--- src/rtl/alu_byte_arbiter.sv ---
// Round-robin arbiter sharing the ALU byte operand path between eight sources.
// Registers the granted byte and hands it downstream over valid/ready, with optional locked bursts.
module alu_byte_arbiter #(
    parameter int MAX_BURST = 4
) (
    input  logic        clk,
    input  logic        rst_n,
    input  logic [7:0]  req,
    input  logic [7:0]  lock,
    input  logic [63:0] in_data,
    output logic [7:0]  ack,
    output logic        out_valid,
    input  logic        out_ready,
    output logic [7:0]  out_data,
    output logic [2:0]  out_src,
    output logic        busy
);

    typedef enum logic [1:0] {
        IDLE,
        XFER,
        RELOAD
    } state_t;

    state_t     state, state_nxt;
    logic [2:0] ptr, ptr_nxt;
    logic [3:0] burst_cnt, burst_cnt_nxt;
    logic [7:0] out_data_nxt;
    logic [2:0] out_src_nxt;
    logic       out_valid_nxt;
    logic [2:0] winner;
    logic       accept;

    // Walk offsets from farthest to nearest so the source closest to ptr wins.
    always_comb begin
        winner = ptr;
        for (int k = 7; k >= 0; k--) begin
            if (req[ptr + 3'(k)]) begin
                winner = ptr + 3'(k);
            end
        end
    end

    assign accept = out_valid & out_ready;
    assign busy   = (state != IDLE);

    always_comb begin
        ack = '0;
        if (state == XFER && accept) begin
            ack[out_src] = 1'b1;
        end
    end

    always_comb begin
        state_nxt     = state;
        ptr_nxt       = ptr;
        burst_cnt_nxt = burst_cnt;
        out_data_nxt  = out_data;
        out_src_nxt   = out_src;
        out_valid_nxt = out_valid;
        case (state)
            IDLE: begin
                if (|req) begin
                    out_src_nxt   = winner;
                    out_data_nxt  = in_data[{winner, 3'b000} +: 8];
                    out_valid_nxt = 1'b1;
                    burst_cnt_nxt = 4'd1;
                    state_nxt     = XFER;
                end
            end
            XFER: begin
                if (accept) begin
                    out_valid_nxt = 1'b0;
                    if (lock[out_src] && (burst_cnt < 4'(MAX_BURST))) begin
                        state_nxt = RELOAD;
                    end else begin
                        ptr_nxt   = out_src + 3'd1;
                        state_nxt = IDLE;
                    end
                end
            end
            RELOAD: begin
                // The locked source had one cycle after its ack to present the next byte or drop req.
                if (req[out_src]) begin
                    out_data_nxt  = in_data[{out_src, 3'b000} +: 8];
                    burst_cnt_nxt = burst_cnt + 4'd1;
                    out_valid_nxt = 1'b1;
                    state_nxt     = XFER;
                end else begin
                    ptr_nxt   = out_src + 3'd1;
                    state_nxt = IDLE;
                end
            end
            default: begin
                state_nxt = IDLE;
            end
        endcase
    end

    always_ff @(posedge clk or negedge rst_n) begin
        if (!rst_n) begin
            state     <= IDLE;
            ptr       <= 3'd0;
            burst_cnt <= 4'd0;
            out_data  <= 8'd0;
            out_src   <= 3'd0;
            out_valid <= 1'b0;
        end else begin
            state     <= state_nxt;
            ptr       <= ptr_nxt;
            burst_cnt <= burst_cnt_nxt;
            out_data  <= out_data_nxt;
            out_src   <= out_src_nxt;
            out_valid <= out_valid_nxt;
        end
    end

endmodule
--- config.mk ---
export PLATFORM = sky130hd
export DESIGN_NAME = alu_byte_arbiter
export DESIGN_NICKNAME = d
export VERILOG_FILES = /design/src/rtl/alu_byte_arbiter.sv
export SDC_FILE = /design/constraint.sdc
export NUM_CORES = 1
export LEC_CHECK = 0
export BUFFER_PORTS_ARGS = -buffer_cell sky130_fd_sc_hd__buf_2
export CELL_PAD_IN_SITES_DETAIL_PLACEMENT = 0
export CELL_PAD_IN_SITES_GLOBAL_PLACEMENT = 2
export CORE_MARGIN = 1
export CORE_UTILIZATION = 25
export CTS_CLUSTER_SIZE = 12
export DETAILED_ROUTE_END_ITERATION = 10
export PLACE_DENSITY_LB_ADDON = 0.1
export SLEW_MARGIN = 20
export SYNTH_ARGS = -nofsm -noshare
export SYNTH_HDL_FRONTEND = slang
export SYNTH_SLANG_ARGS = --single-unit
--- constraint.sdc ---
create_clock -name clk -period 3.7 [get_ports clk]
set_input_delay 0.74 -clock clk [delete_from_list [all_inputs] [get_ports clk]]
set_output_delay 0.74 -clock clk [all_outputs]
set_load 0.01 [all_outputs]
; ---- Yosys cells after proc, flatten, opt, wreduce, memory -nomap -nowiden
; Index checks and enable logic that the tools add are counted.
[totals]
ff_bits = 21
input_bits = 83
out_inout_bits = 21
elab_cells = 100
[classes]
add_sub_neg = 9
n_lt_le_gt_ge = 11
n_eq_ne = 7
shifts = 2
muxes = 50
bitwise = 1
n_reduce_logical = 14
[op_table]
columns = cell, count
row1 = indexed part select 64 x 7 -> 8 bit, 2
row2 = "less-than comparator 3 x 4 -> 1 bit, second input constant", 9
row3 = two-way mux 3 bit, 11
row4 = binary-select mux 1 bit (select 3 bit), 10
row5 = two-way mux 8 bit, 3
row6 = case mux 8 bit (2 select lines), 1
row7 = two-way mux 1 bit, 15
row8 = "adder 3 bit, second input constant", 4
row9 = "!= test 2 bit, second input constant", 5
row10 = two-way mux 4 bit, 2
row11 = case mux 4 bit (2 select lines), 1
row12 = AND reduction 4 bit, 2
row13 = OR reduction 8 bit, 1
row14 = "adder 3 x 1 -> 3 bit, second input constant", 2
row15 = "adder 3 x 2 -> 3 bit, second input constant", 2
row16 = two-way mux 2 bit, 3
row17 = case mux 2 bit (3 select lines), 1
row18 = case mux 3 bit (2 select lines), 1
row19 = nonzero test 2 bit, 3
row20 = "adder 4 x 1 -> 4 bit, second input constant", 1
row21 = "less-than comparator 4 x 3 -> 1 bit, second input constant", 1
row22 = AND reduction 2 bit, 2
row23 = demux 1 bit (select 3 bit), 1
row24 = ">= comparator 3 x 1 -> 1 bit, second input constant", 1
row25 = 8 further kinds, 10

; ---- Depth between registers and ports, before layout
[depth]
depth_word = 14
depth_mapped = 14
ltp_nobuf = 10

; ---- Worst setup path after synthesis
; Ideal clock, no wire load.
[synth_path]
path_kind = register -> register
startpoint = register ptr[1]
endpoint = register out_data[0]
setup_time_ps = 110
arrival_time_ps = 3451
required_ps = 3590
path_slack_ps = 139
path_stages_with_launch = 14
n_path_buf = 3
synth_period_minus_slack_ps = 3561
path_cell_list = dfrtp_1 buf_2 buf_2 clkinv_1 ha_1 buf_2 mux4_2 a32oi_1 o31ai_1 o311a_1 o32a_1 o211a_4 a22o_1 o41ai_1
[synth_via]
elab_chain_cells = 14
elab_cells_between_ends = 34
classes_between = add/sub: 7 / shift: 1 / mux: 26
[synth_lines]
columns = element, line
row1 = start: declaration, 26  ; logic [2:0] ptr, ptr_nxt;
row2 = start signal: assignment, 110  ; ptr <= ptr_nxt;
row3 = adder 3 bit, "38, 39"
row4 = binary-select mux 1 bit (select 3 bit), 38  ; if (req[ptr + 3'(k)]) begin
row5 = two-way mux 1 bit (not written as such), 38
row6 = two-way mux 3 bit (7 in series), 38
row7 = two-way mux 3 bit (*), 38
row8 = indexed part select 64 x 7 -> 8 bit (*), 65  ; out_data_nxt = in_data[{winner, 3'b000} +: 8];
row9 = two-way mux 8 bit (*), 63  ; if (|req) begin
row10 = case mux 8 bit (2 select lines) (*), 61  ; case (state)
row11 = end signal: assignment, 112  ; out_data <= out_data_nxt;
row12 = end: declaration, 14  ; output logic [7:0] out_data,
; Mark *: on every way between the ends. The rest lies on a longest branch, timed or not. The select of a mux whose other input is x is not followed.
; A chain may end at the register's enable or synchronous reset.

; ---- Final worst setup path
[layout_path]
startpoint = register ptr[1]
endpoint = register out_data[3]
; Same word-level chain as after synthesis.

==> flow_metrics.env <==
export IMPL_final_hold_viol_count=0
export IMPL_viasPerCell=5.125
export IMPL_place_area_um2=3354
export IMPL_place_hpwl_um=6961
export IMPL_critical_path_arrival_ns=3.62
export IMPL_layout_commonest_cell="buf_2"
export IMPL_setup_viol=0
export IMPL_synth_top_area_cell="dfrtp_1"
export IMPL_ant_nets=0
export IMPL_ys_seq_area_share_pct=20.54
export IMPL_die_h_um=103.2
export IMPL_async_flop_share_pct=100.0
export IMPL_path_clk_slew_ns=0.09
export IMPL_avgSynthCellArea_um2=9.073
export IMPL_synth_area_um2=2559
export IMPL_hold_class="input port to asynchronous set/reset pin"
export IMPL_area_delta_synth_final_pct=34.87
export IMPL_synth_top_area_share_pct=20.54
export IMPL_synth_edff_count=0
export IMPL_status="completed"
export IMPL_finalHoldWorstSlack_ns=0.4282
export IMPL_routed_wirelength_um=8708
export IMPL_yosys_warnings=0
export IMPL_syn_num_nets=369
export IMPL_drv_cap=0
export IMPL_clockRootBuffer="clkbuf_8"
export IMPL_clock_path_buffers=2
export IMPL_synth_distinct_cells=57
export IMPL_fin_skew_ns=0.01548
export IMPL_cts_sinks=21
export IMPL_wire_per_inst_um=16.46
export IMPL_drc_errors=0
export IMPL_grt_max_degree=22
export IMPL_crit_fanout=15
export IMPL_drive_gt1_share_pct=42.17
export IMPL_diodes=0
export IMPL_cts_hold_buffers_added=0
export IMPL_finalNetCount=484
export IMPL_timing_slew_headroom_pct=57.23
export IMPL_grt_pass1_vias=2499
export IMPL_final_cell_mix="buf_2 (103), mux2i_1 (37), nand2_1 (23)"
export IMPL_drv_slew=0
export IMPL_std_cell_rows=36
export IMPL_synth_area_leaders="dfrtp_1 (21%), mux2i_1 (14%), mux4_2 (11%), nand2_1 (3.5%), a2111oi_0 (3.4%)"
export IMPL_cts_setup_buffers=0
export IMPL_initial_core_util_pct=25.94
export IMPL_die_area_um2=10640
export IMPL_grt_usage_pct=16.53
export IMPL_worstSetupEndpointType="flop"
export IMPL_worstPathCellList="clkinv_1 > ha_2 > buf_4 > mux4_2 > buf_4 > mux2_2 > a211oi_2 > or2_1 > o211ai_4 > buf_12 > mux2i_1 > a22o_1 > o41ai_1"
export IMPL_tightestPinTransition_ns=0.6416
export IMPL_drt_pass1_iterations=4
export IMPL_rsz0062_at_grt="false"
export IMPL_fin_crit_sh_pct=93.46
export IMPL_critPathMaxStageDelay_ns=0.42
export IMPL_via_count=2711
export IMPL_cp_slowest_cell="ha_2"
export IMPL_ys_flop_type="dfrtp_1"
export IMPL_cts_tree="built"
export IMPL_gp_congestion=0.7357
export IMPL_critPathKind="flop to flop"
export IMPL_overflow=0
export IMPL_critPathRequiredTime_ns=3.86
export IMPL_fin_area_um2=3451
export IMPL_worst_path_most_repeated_cell="buf_4"
export IMPL_core_area_um2=9864
export IMPL_clk_insertion_delay_late_ns=0.27
export IMPL_pin_count=104
export IMPL_grt_pass1_wl_um=13370
export IMPL_cts_max_level=1
export IMPL_synth_seq_cells=21
export IMPL_syn_inst=282
export IMPL_drtIter0Drc=68
export IMPL_start_kind="flop"
export IMPL_dieWidth_um=103.2
export IMPL_finalCriticalPeriod_ns=3.458
export IMPL_numCtsBuffers=3
export IMPL_antenna_found_initial=0
export IMPL_max_freq_ghz=0.2892
export IMPL_port_buffers=103
through the flow:
stage	utilization, %	setup TNS [ns]	setup WS (ns)	std cells
finish	34.98	0	0.2421	529
global route	34.98	0	0.02901	529
CTS	34.49	0	0.04606	529
detailed placement	34.01	-0.1659	-0.1659	525
global placement	34.01	-0.1897	-0.1436	525
floorplan	-	0	0.1388	282
synth_stat cells (all sizes together) (2+ instances only):
| master | count |
|---|---|
| or4 | 2 |
| or3 | 2 |
| nand2b | 8 |
| inv | 7 |
| nor2 | 20 |
| a22o | 8 |
| a31o | 2 |
| nand3 | 2 |
| a21oi | 7 |
| o311a | 3 |
| nor3 | 6 |
| o22ai | 3 |
| mux2 | 7 |
| or2 | 4 |
| and2 | 10 |
| o41ai | 8 |
| a22oi | 2 |
| o31ai | 2 |
| ha | 4 |
| o21ai | 12 |
| nand2 | 24 |
| mux2i | 37 |
| nor2b | 11 |
| xnor2 | 2 |
| o32ai | 3 |
| dfrtp | 21 |
| clkbuf | 7 |
| xor2 | 5 |
| o211ai | 3 |
| a2111oi | 11 |
| buf | 10 |
| mux4 | 12 |
| nor4 | 2 |
layout make-up:
type                    count  area (µm²)
well taps                 133       166.4
repair buffers            127       711.9
flip-flops and latches     21       525.5
inverters                   8       30.03
multi-input cells         236        1971
clock inverters             1       5.005
clock buffers               3       41.29
fillers                  1059        6414
registers in the layout, indices dropped and copies added (netlist names):
register and flops:
state 2, out_valid 1, out_src 3, ptr 3, burst_cnt 4, out_data 8
critical path, delay by kind of cell, from the launching register on:
kind / cells / cell delay (ns)
multiplexers: 3 / 0.73
AND/OR/NAND/NOR: 1 / 0.20
buffers and inverters: 4 / 0.66
flip-flops: 1 / 0.35
AO/OA/AOI/OAI: 4 / 1.00
adder cells (fa/ha/maj): 1 / 0.42
logic make-up (layout without fill, tap and decap cells):
family,after synthesis,after routing,synth area share (%)
and+or+nand+nor,95,95,18.83
AOI/OAI and AO/OA,74,74,23.57
muxes,56,56,28.12
buffers and inverters,25,139,4.596
DFF,21,21,20.54
xor gates and xnor gates,7,7,2.396
adders and majority gates,4,4,1.956
routing by layer:
layer  wire, µm  share of wire, %  up-vias  GRT usage (%)
li1           -                 -     1325              -
met3        277               3.2        4          1.898
met4         68              0.78        0          3.359
met2       4230                49       54          27.44
met1       4131                47     1328          23.11
met5          0                 0        -              0
final timing paths:
kind	startpoint	endpoint	slack, ns	cells past startpoint
max in group asynchronous	rst_n	out_src[1]	2.90	1
min	rst_n	out_data[1]	0.43	1
min reg2reg	out_data[6]	out_data[6]	0.48	2
min in group clk	out_data[6]	out_data[6]	0.48	2
max	ptr[1]	out_data[3]	0.24	13
max reg2reg	ptr[1]	out_data[3]	0.24	13
timing repair:
item / in CTS / in global routing
cloned: 0 / 0
gates resized for setup: 1 / 16
setup endpoints to repair: 1 / 8
Power is left out: the tool's default activity adds up to more than one toggle a clock period on the data nets, which glitch-free logic cannot reach.
